$ cat config.mk
export PLATFORM = sky130hd
export DESIGN_NAME = pc_sequencer_flat
export DESIGN_NICKNAME = d
export VERILOG_FILES = /design/src/rtl/pc_sequencer_if.sv /design/src/rtl/pc_sequencer.sv /design/src/flat_wrapper.sv
export SDC_FILE = /design/constraint.sdc
export NUM_CORES = 1
export LEC_CHECK = 0
export BUFFER_PORTS_ARGS = -buffer_cell sky130_fd_sc_hd__buf_4
export CELL_PAD_IN_SITES_DETAIL_PLACEMENT = 1
export CELL_PAD_IN_SITES_GLOBAL_PLACEMENT = 2
export CORE_MARGIN = 3
export CORE_UTILIZATION = 28
export CTS_BUF_LIST = sky130_fd_sc_hd__clkbuf_4
export CTS_CLUSTER_SIZE = 28
export DETAILED_ROUTE_END_ITERATION = 16
export HOLD_SLACK_MARGIN = 0.03
export PLACE_DENSITY_LB_ADDON = 0.1
export SLEW_MARGIN = 20
export SYNTH_ARGS = -nofsm -noshare
export SYNTH_HDL_FRONTEND = slang
export SYNTH_SLANG_ARGS = --single-unit
$ cat constraint.sdc
create_clock -name clk_i -period 4.7 [get_ports clk_i]
set_input_delay 0.705 -clock clk_i [delete_from_list [all_inputs] [get_ports clk_i]]
set_output_delay 0.705 -clock clk_i [all_outputs]
set_load 0.01 [all_outputs]
$ cat src/rtl/pc_sequencer_if.sv
// Instruction-memory request/acknowledge bus between the fetch sequencer and instruction memory.
// master: sequencer side; slave: memory side.
interface pc_sequencer_if;
  logic        imem_req;
  logic [31:0] imem_addr;
  logic        imem_ack;
  logic [31:0] instr;

  modport master (
    output imem_req,
    output imem_addr,
    input  imem_ack,
    input  instr
  );

  modport slave (
    input  imem_req,
    input  imem_addr,
    output imem_ack,
    output instr
  );
endinterface

$ cat src/rtl/pc_sequencer.sv
// Fetch sequencer: owns the PC, fetches over a req/ack bus, holds instructions for decode, applies
// branch/jump/jr redirects. Define PC_ALIGN_CHECK_EN to trap misaligned jr targets to TRAP_PC.
module pc_sequencer #(
  parameter logic [31:0] RESET_PC = 32'h0000_0000,
  parameter logic [31:0] TRAP_PC  = 32'h0000_0080
) (
  input  logic                  clk_i,
  input  logic                  rst_i,
  pc_sequencer_if.master        imem,
  output logic                  instr_valid_o,
  output logic [31:0]           instr_o,
  output logic [31:0]           pc_o,
  output logic [31:0]           pc_plus4_o,
  input  logic                  stall_i,
  input  logic                  br_taken_i,
  input  logic [15:0]           br_imm_i,
  input  logic                  jmp_i,
  input  logic [25:0]           jmp_idx_i,
  input  logic                  jr_i,
  input  logic [31:0]           jr_addr_i,
  output logic                  trap_o
);

  typedef enum logic [1:0] {StBoot, StReq, StIssue} state_e;

  state_e      state_q, state_d;
  logic [31:0] pc_q, pc_d;
  logic [31:0] instr_q, instr_d;
  logic [31:0] held_pc_q, held_pc_d;

  logic        redirect;
  logic        trap;
  logic [31:0] br_tgt;
  logic [31:0] jmp_tgt;
  logic [31:0] jr_tgt;
  logic [31:0] target;

  assign pc_plus4_o = held_pc_q + 32'd4;
  assign br_tgt     = pc_plus4_o + {{14{br_imm_i[15]}}, br_imm_i, 2'b00};
  assign jmp_tgt    = {pc_plus4_o[31:28], jmp_idx_i, 2'b00};
  assign redirect   = br_taken_i | jmp_i | jr_i;

`ifdef PC_ALIGN_CHECK_EN
  logic jr_misaligned;
  assign jr_misaligned = |jr_addr_i[1:0];
  assign jr_tgt        = jr_misaligned ? TRAP_PC : jr_addr_i;
`else
  logic jr_misaligned;
  logic unused_align;
  assign jr_misaligned = 1'b0;
  assign jr_tgt        = {jr_addr_i[31:2], 2'b00};
  assign unused_align  = ^{TRAP_PC, jr_addr_i[1:0]};
`endif

  always_comb begin
    target = br_tgt;
    if (jr_i) begin
      target = jr_tgt;
    end else if (jmp_i) begin
      target = jmp_tgt;
    end
  end

  always_comb begin
    state_d   = state_q;
    pc_d      = pc_q;
    instr_d   = instr_q;
    held_pc_d = held_pc_q;
    trap      = 1'b0;
    unique case (state_q)
      StBoot: state_d = StReq;
      StReq: begin
        if (imem.imem_ack) begin
          instr_d   = imem.instr;
          held_pc_d = pc_q;
          pc_d      = pc_q + 32'd4;
          state_d   = StIssue;
        end
      end
      StIssue: begin
        // A redirect overrides stall: the held instruction is being discarded anyway.
        if (redirect) begin
          pc_d    = target;
          trap    = jr_i & jr_misaligned;
          state_d = StReq;
        end else if (!stall_i) begin
          state_d = StReq;
        end
      end
      default: state_d = StBoot;
    endcase
  end

  always_ff @(posedge clk_i) begin
    if (rst_i) begin
      state_q   <= StBoot;
      pc_q      <= RESET_PC;
      instr_q   <= 32'h0;
      held_pc_q <= 32'h0;
    end else begin
      state_q   <= state_d;
      pc_q      <= pc_d;
      instr_q   <= instr_d;
      held_pc_q <= held_pc_d;
    end
  end

  assign imem.imem_req  = (state_q == StReq);
  assign imem.imem_addr = pc_q;
  assign instr_valid_o  = (state_q == StIssue);
  assign instr_o        = instr_q;
  assign pc_o           = held_pc_q;
  assign trap_o         = trap & ~rst_i;

endmodule

$ cat src/flat_wrapper.sv
// flat-port wrapper written by rule: the top's interface ports become plain ports
module pc_sequencer_flat 
#(
  parameter logic [31:0] RESET_PC = 32'h0000_0000,
  parameter logic [31:0] TRAP_PC  = 32'h0000_0080
)
  (clk_i, rst_i, instr_valid_o, instr_o, pc_o, pc_plus4_o, stall_i, br_taken_i, br_imm_i, jmp_i, jmp_idx_i, jr_i, jr_addr_i, trap_o, imem_imem_req, imem_imem_addr, imem_imem_ack, imem_instr);
  pc_sequencer_if imem_i ();
  input  logic clk_i;
  input  logic rst_i;
  output logic instr_valid_o;
  output logic [31:0] instr_o;
  output logic [31:0] pc_o;
  output logic [31:0] pc_plus4_o;
  input  logic stall_i;
  input  logic br_taken_i;
  input  logic [15:0] br_imm_i;
  input  logic jmp_i;
  input  logic [25:0] jmp_idx_i;
  input  logic jr_i;
  input  logic [31:0] jr_addr_i;
  output logic trap_o;
  output wire logic [$bits(imem_i.imem_req)-1:0] imem_imem_req;
  output wire logic [$bits(imem_i.imem_addr)-1:0] imem_imem_addr;
  input wire logic [$bits(imem_i.imem_ack)-1:0] imem_imem_ack;
  input wire logic [$bits(imem_i.instr)-1:0] imem_instr;
  assign imem_imem_req = imem_i.imem_req;
  assign imem_imem_addr = imem_i.imem_addr;
  assign imem_i.imem_ack = imem_imem_ack;
  assign imem_i.instr = imem_instr;
  pc_sequencer #(.RESET_PC(RESET_PC), .TRAP_PC(TRAP_PC)) u_core (.clk_i(clk_i), .rst_i(rst_i), .imem(imem_i), .instr_valid_o(instr_valid_o), .instr_o(instr_o), .pc_o(pc_o), .pc_plus4_o(pc_plus4_o), .stall_i(stall_i), .br_taken_i(br_taken_i), .br_imm_i(br_imm_i), .jmp_i(jmp_i), .jmp_idx_i(jmp_idx_i), .jr_i(jr_i), .jr_addr_i(jr_addr_i), .trap_o(trap_o));
endmodule
==> key figures <==
Floorplanning
  • Die height: 163 um
  • Cell Rows: 56
  • Core ar.: 23900 um2
  • Starting density of the core: 29.0%
  • DIE AREA: 26700 um2
  • Die Span X: 163 um
  • Ports: 244

STA
  • Fin. max-slew vios: 0
  • Setup tns final: 0 ns
  • Final setup viols: 0
  • RSZ-0062 raised after global routing: false
  • Worst slew pin tran: 0.977 ns
  • Fmax: 0.243 GHz
  • Post-route worst setup slack: 0.579 ns
  • Final min period: 4.12 ns
  • Layout Skew: 0.0306 ns
  • Fin. Hold Viols: 0
  • Relative slew slack: 34.6%
  • Period utilization: 87.7%

Clock tree
  • Post-CTS Setup Inserts: 0
  • Clock sink count: 98
  • H-tree depth reported by CTS: 3
  • CTS tree: done
  • Clk Tree Root Cell: clkbuf_4
  • Cts bufs inserted: 9
  • Cts repair resizes: 0
  • Skew-Pair Late Insertion Delay: 0.51 ns
  • CTS clock-pin slew for the worst setup and hold paths: 0.19 ns
  • CTS Hold Bufs: 0
  • Clock Path Buffers: 2

Synthesis
  • Seq/Total Area, Yosys: 28.3%
  • Mapped Cells: 951
  • Synth area leaders: dfxtp_1 28%, nand2_1 11%, a21oi_1 8.2%, ha_1 6.1%, xnor2_1 4.3%
  • Post-synth EDFFs: 0
  • Post-synthesis cell type count: 78
  • Synth Cell Area: 6930 um2
  • Async set-or-reset flop fraction in the synthesized netlist: 0%
  • Yosys top cell by area: dfxtp_1
  • Seq cells post-synth: 98
  • Post-synth top area share: 28.3%
  • Syn Area/Cell: 7.29 um2
  • Synth Warn #: 0
  • Post-synth top flop: dfxtp_1
  • Post-synthesis net count: 1099

Outcome
  • Outcome: completed

Worst setup path
  • Worst R2R Start: u_core.pc_o[2]
  • Worst setup endpoint: u_core.imem.imem_addr[31]
  • CP Max Fanout: 8
  • Crit. Startpoint: u_core.pc_o[2]
  • Worst reg2reg setup slack: 0.58 ns
  • CP Class: flop to flop
  • CP startpoint kind: flop
  • Cells on worst reg2reg path: 16
  • WP data arrival: 4.54 ns
  • R2r endpoint: u_core.imem.imem_addr[31]
  • CP Capture Type: flop
  • CP required: 5.12 ns

Power and ir drop
  • Psw: 609 uW
  • Worst VDD drop: 96.8 uV
  • Seq pwr share: 50.3%
  • Pint: 1140 uW
  • Switching Fraction: 34.7%
  • P_leak: 0.00391 uW
  • Pwr Density: 191 nW/um2
  • Clock Power Share: 28.6%
  • Part of the power in combinational logic: 21.1%

Finish
  • Area grow syn2layout: 32.1%
  • Nets: 1305
  • Fillers: 2981
  • Design area: 9160 um2
  • Share of layout cells above drive strength 1: 26.4%
  • Layout Cells excl Fill: 1482

Place
  • Post-Place Worst Slack: 0.608 ns
  • HPWL Detailed: 22200 um
  • PortBufs: 240
  • Placed inst area: 9000 um2
  • GP Congestion: 0.826
  • Placed Cells: 1465

GRT
  • Grt ovf: 0
  • Vias in the first global route: 7787
  • Initial antenna violation count: 1
  • First-pass GRT wire length: 45000 um
  • GRT Overall Usage: 21.6%
  • Largest net degree at the start of global routing: 81

Route
  • Vias: 7663
  • DR WL/cell: 19.9 um
  • ANT nets after route: 0
  • DRC: 0
  • Final WL: 29500 um
  • DRT Pass-1 Iters: 4
  • Initial drt markers: 327
  • Vias per cell: 5.17

Job
  • Max_cap viols: 0

Hold path
  • Worst min-delay path category: input pin to flop
  • Hold path depth: 2
## worst max-delay path, cell delays in order (launching register included)
cell and delay (ns):
dfxtp_1 0.49, ha_1 0.25, and4_1 0.27, nand3_1 0.25
nor2_2 0.17, buf_4 0.18, nand3_1 0.10, xnor2_1 0.17
ha_1 0.44, and3_1 0.31, a22o_1 0.21, o21ai_1 0.11
and4bb_1 0.23, o31ai_2 0.26, xor2_1 0.29, a21oi_1 0.13
o31ai_2 0.18
## cell usage in the layout, fill, tap and decap left out, drive strengths merged, types with 7 or more instances in the layout
master,n
a211oi,14
a21o,22
a21oi,115
a22oi,8
a31oi,16
and3,12
and4,7
buf,255
clkbuf,9
dfxtp,98
ha,34
inv,11
nand2,195
nand2b,7
nand3,33
nand4,20
nor2,70
nor3,19
nor4,8
o211ai,11
o21ai,59
o22ai,8
or3,8
xnor2,34
xor2,16
## sequential cells by signal, summed over array words and instances, names as in the netlist
signal                 cells
u_core.imem.imem_addr     32
u_core.instr_o            32
u_core.pc_o               32
u_core.state_q             2
## worst min-delay path by stage
stage	start	end	slack, ns
2_1_floorplan	u_core.instr_o[0]	u_core.instr_o[0]	0.48
3_3_place_gp	u_core.instr_o[30]	u_core.instr_o[30]	0.44
3_5_place_dp	u_core.instr_o[27]	u_core.instr_o[27]	0.45
4_1_cts	imem_imem_ack	u_core.state_q[0]	0.35
5_1_grt	imem_imem_ack	u_core.state_q[0]	0.37
6_report	imem_imem_ack	u_core.state_q[0]	0.39
## synth_stat cells, types with 3 or more instances
master and number:
nor2b_1 5, o21ai_0 54, and2_1 6, buf_1 10
a21oi_1 114, dfxtp_1 98, buf_4 4, mux2i_1 4
o211ai_1 10, nand4_1 20, xor2_1 16, nand3_1 30
a31oi_1 16, o21bai_1 3, nor2_2 4, a31o_2 3
nand2b_1 6, o221ai_1 4, nor4_1 6, a211oi_1 12
and4_1 7, o21ai_1 5, nor3_1 16, buf_2 5
o31ai_1 3, nor2_1 66, a21o_1 22, clkbuf_1 41
nand2_1 194, nor3_2 3, nand3_2 3, or3_1 8
inv_1 7, a22oi_1 8, ha_1 34, o22ai_1 8
xnor2_1 34, and3_1 11, nand3b_1 3
## per-stage QoR
step | hold WS [ns] | utilization, % | power (uW)
floorplan | 0.481 | - | 1080
global placement | 0.442 | 37.7 | 1270
detailed placement | 0.450 | 37.7 | 1270
CTS | 0.353 | 38.3 | 1780
global route | 0.366 | 38.3 | 1850
finish | 0.389 | 38.3 | 1750
## routing by layer
layer | global-route usage (%) | wire length [um]
met1 | 28.3 | 13300
met5 | 0 | 0
met2 | 37.0 | 14200
met3 | 4.24 | 1480
met4 | 4.65 | 475
## kinds of logic (layout without fill, tap and decap cells)
family                     count (synthesis)  in the layout  synth area share (%)
other                                      1              2                0.0541
AOI/OAI and AO/OA                        291            291                  26.3
adders and majority gates                 35             35                  6.43
buffers and inverters                     68            279                  3.99
DFF                                       98             98                  28.3
xor gates and xnor gates                  50             50                  6.32
and+or+nand+nor                          403            403                  27.9
muxes                                      5              5                 0.740
## layout make-up
class | count | area, um2 | area share [%]
multi-input combinational | 785 | 4700 | 51.3
sequential | 98 | 1960 | 21.4
timing repair buffer | 255 | 1910 | 20.9
tap | 319 | 399 | 4.36
clock inverter | 7 | 81.3 | 0.888
clock buffer | 9 | 67.6 | 0.738
inverter | 8 | 30.0 | 0.328
antenna | 1 | 2.50 | 0.0273
## power groups by stage
stage	Combinational [uW]	Sequential, uW	Clock (uW)
after global routing	408	887	551
after global placement	373	898	0
after CTS	376	882	526
after floorplan	179	900	0
after detailed placement	375	899	0
final	371	881	501
Note: power is estimated with default switching activity, not from simulation.
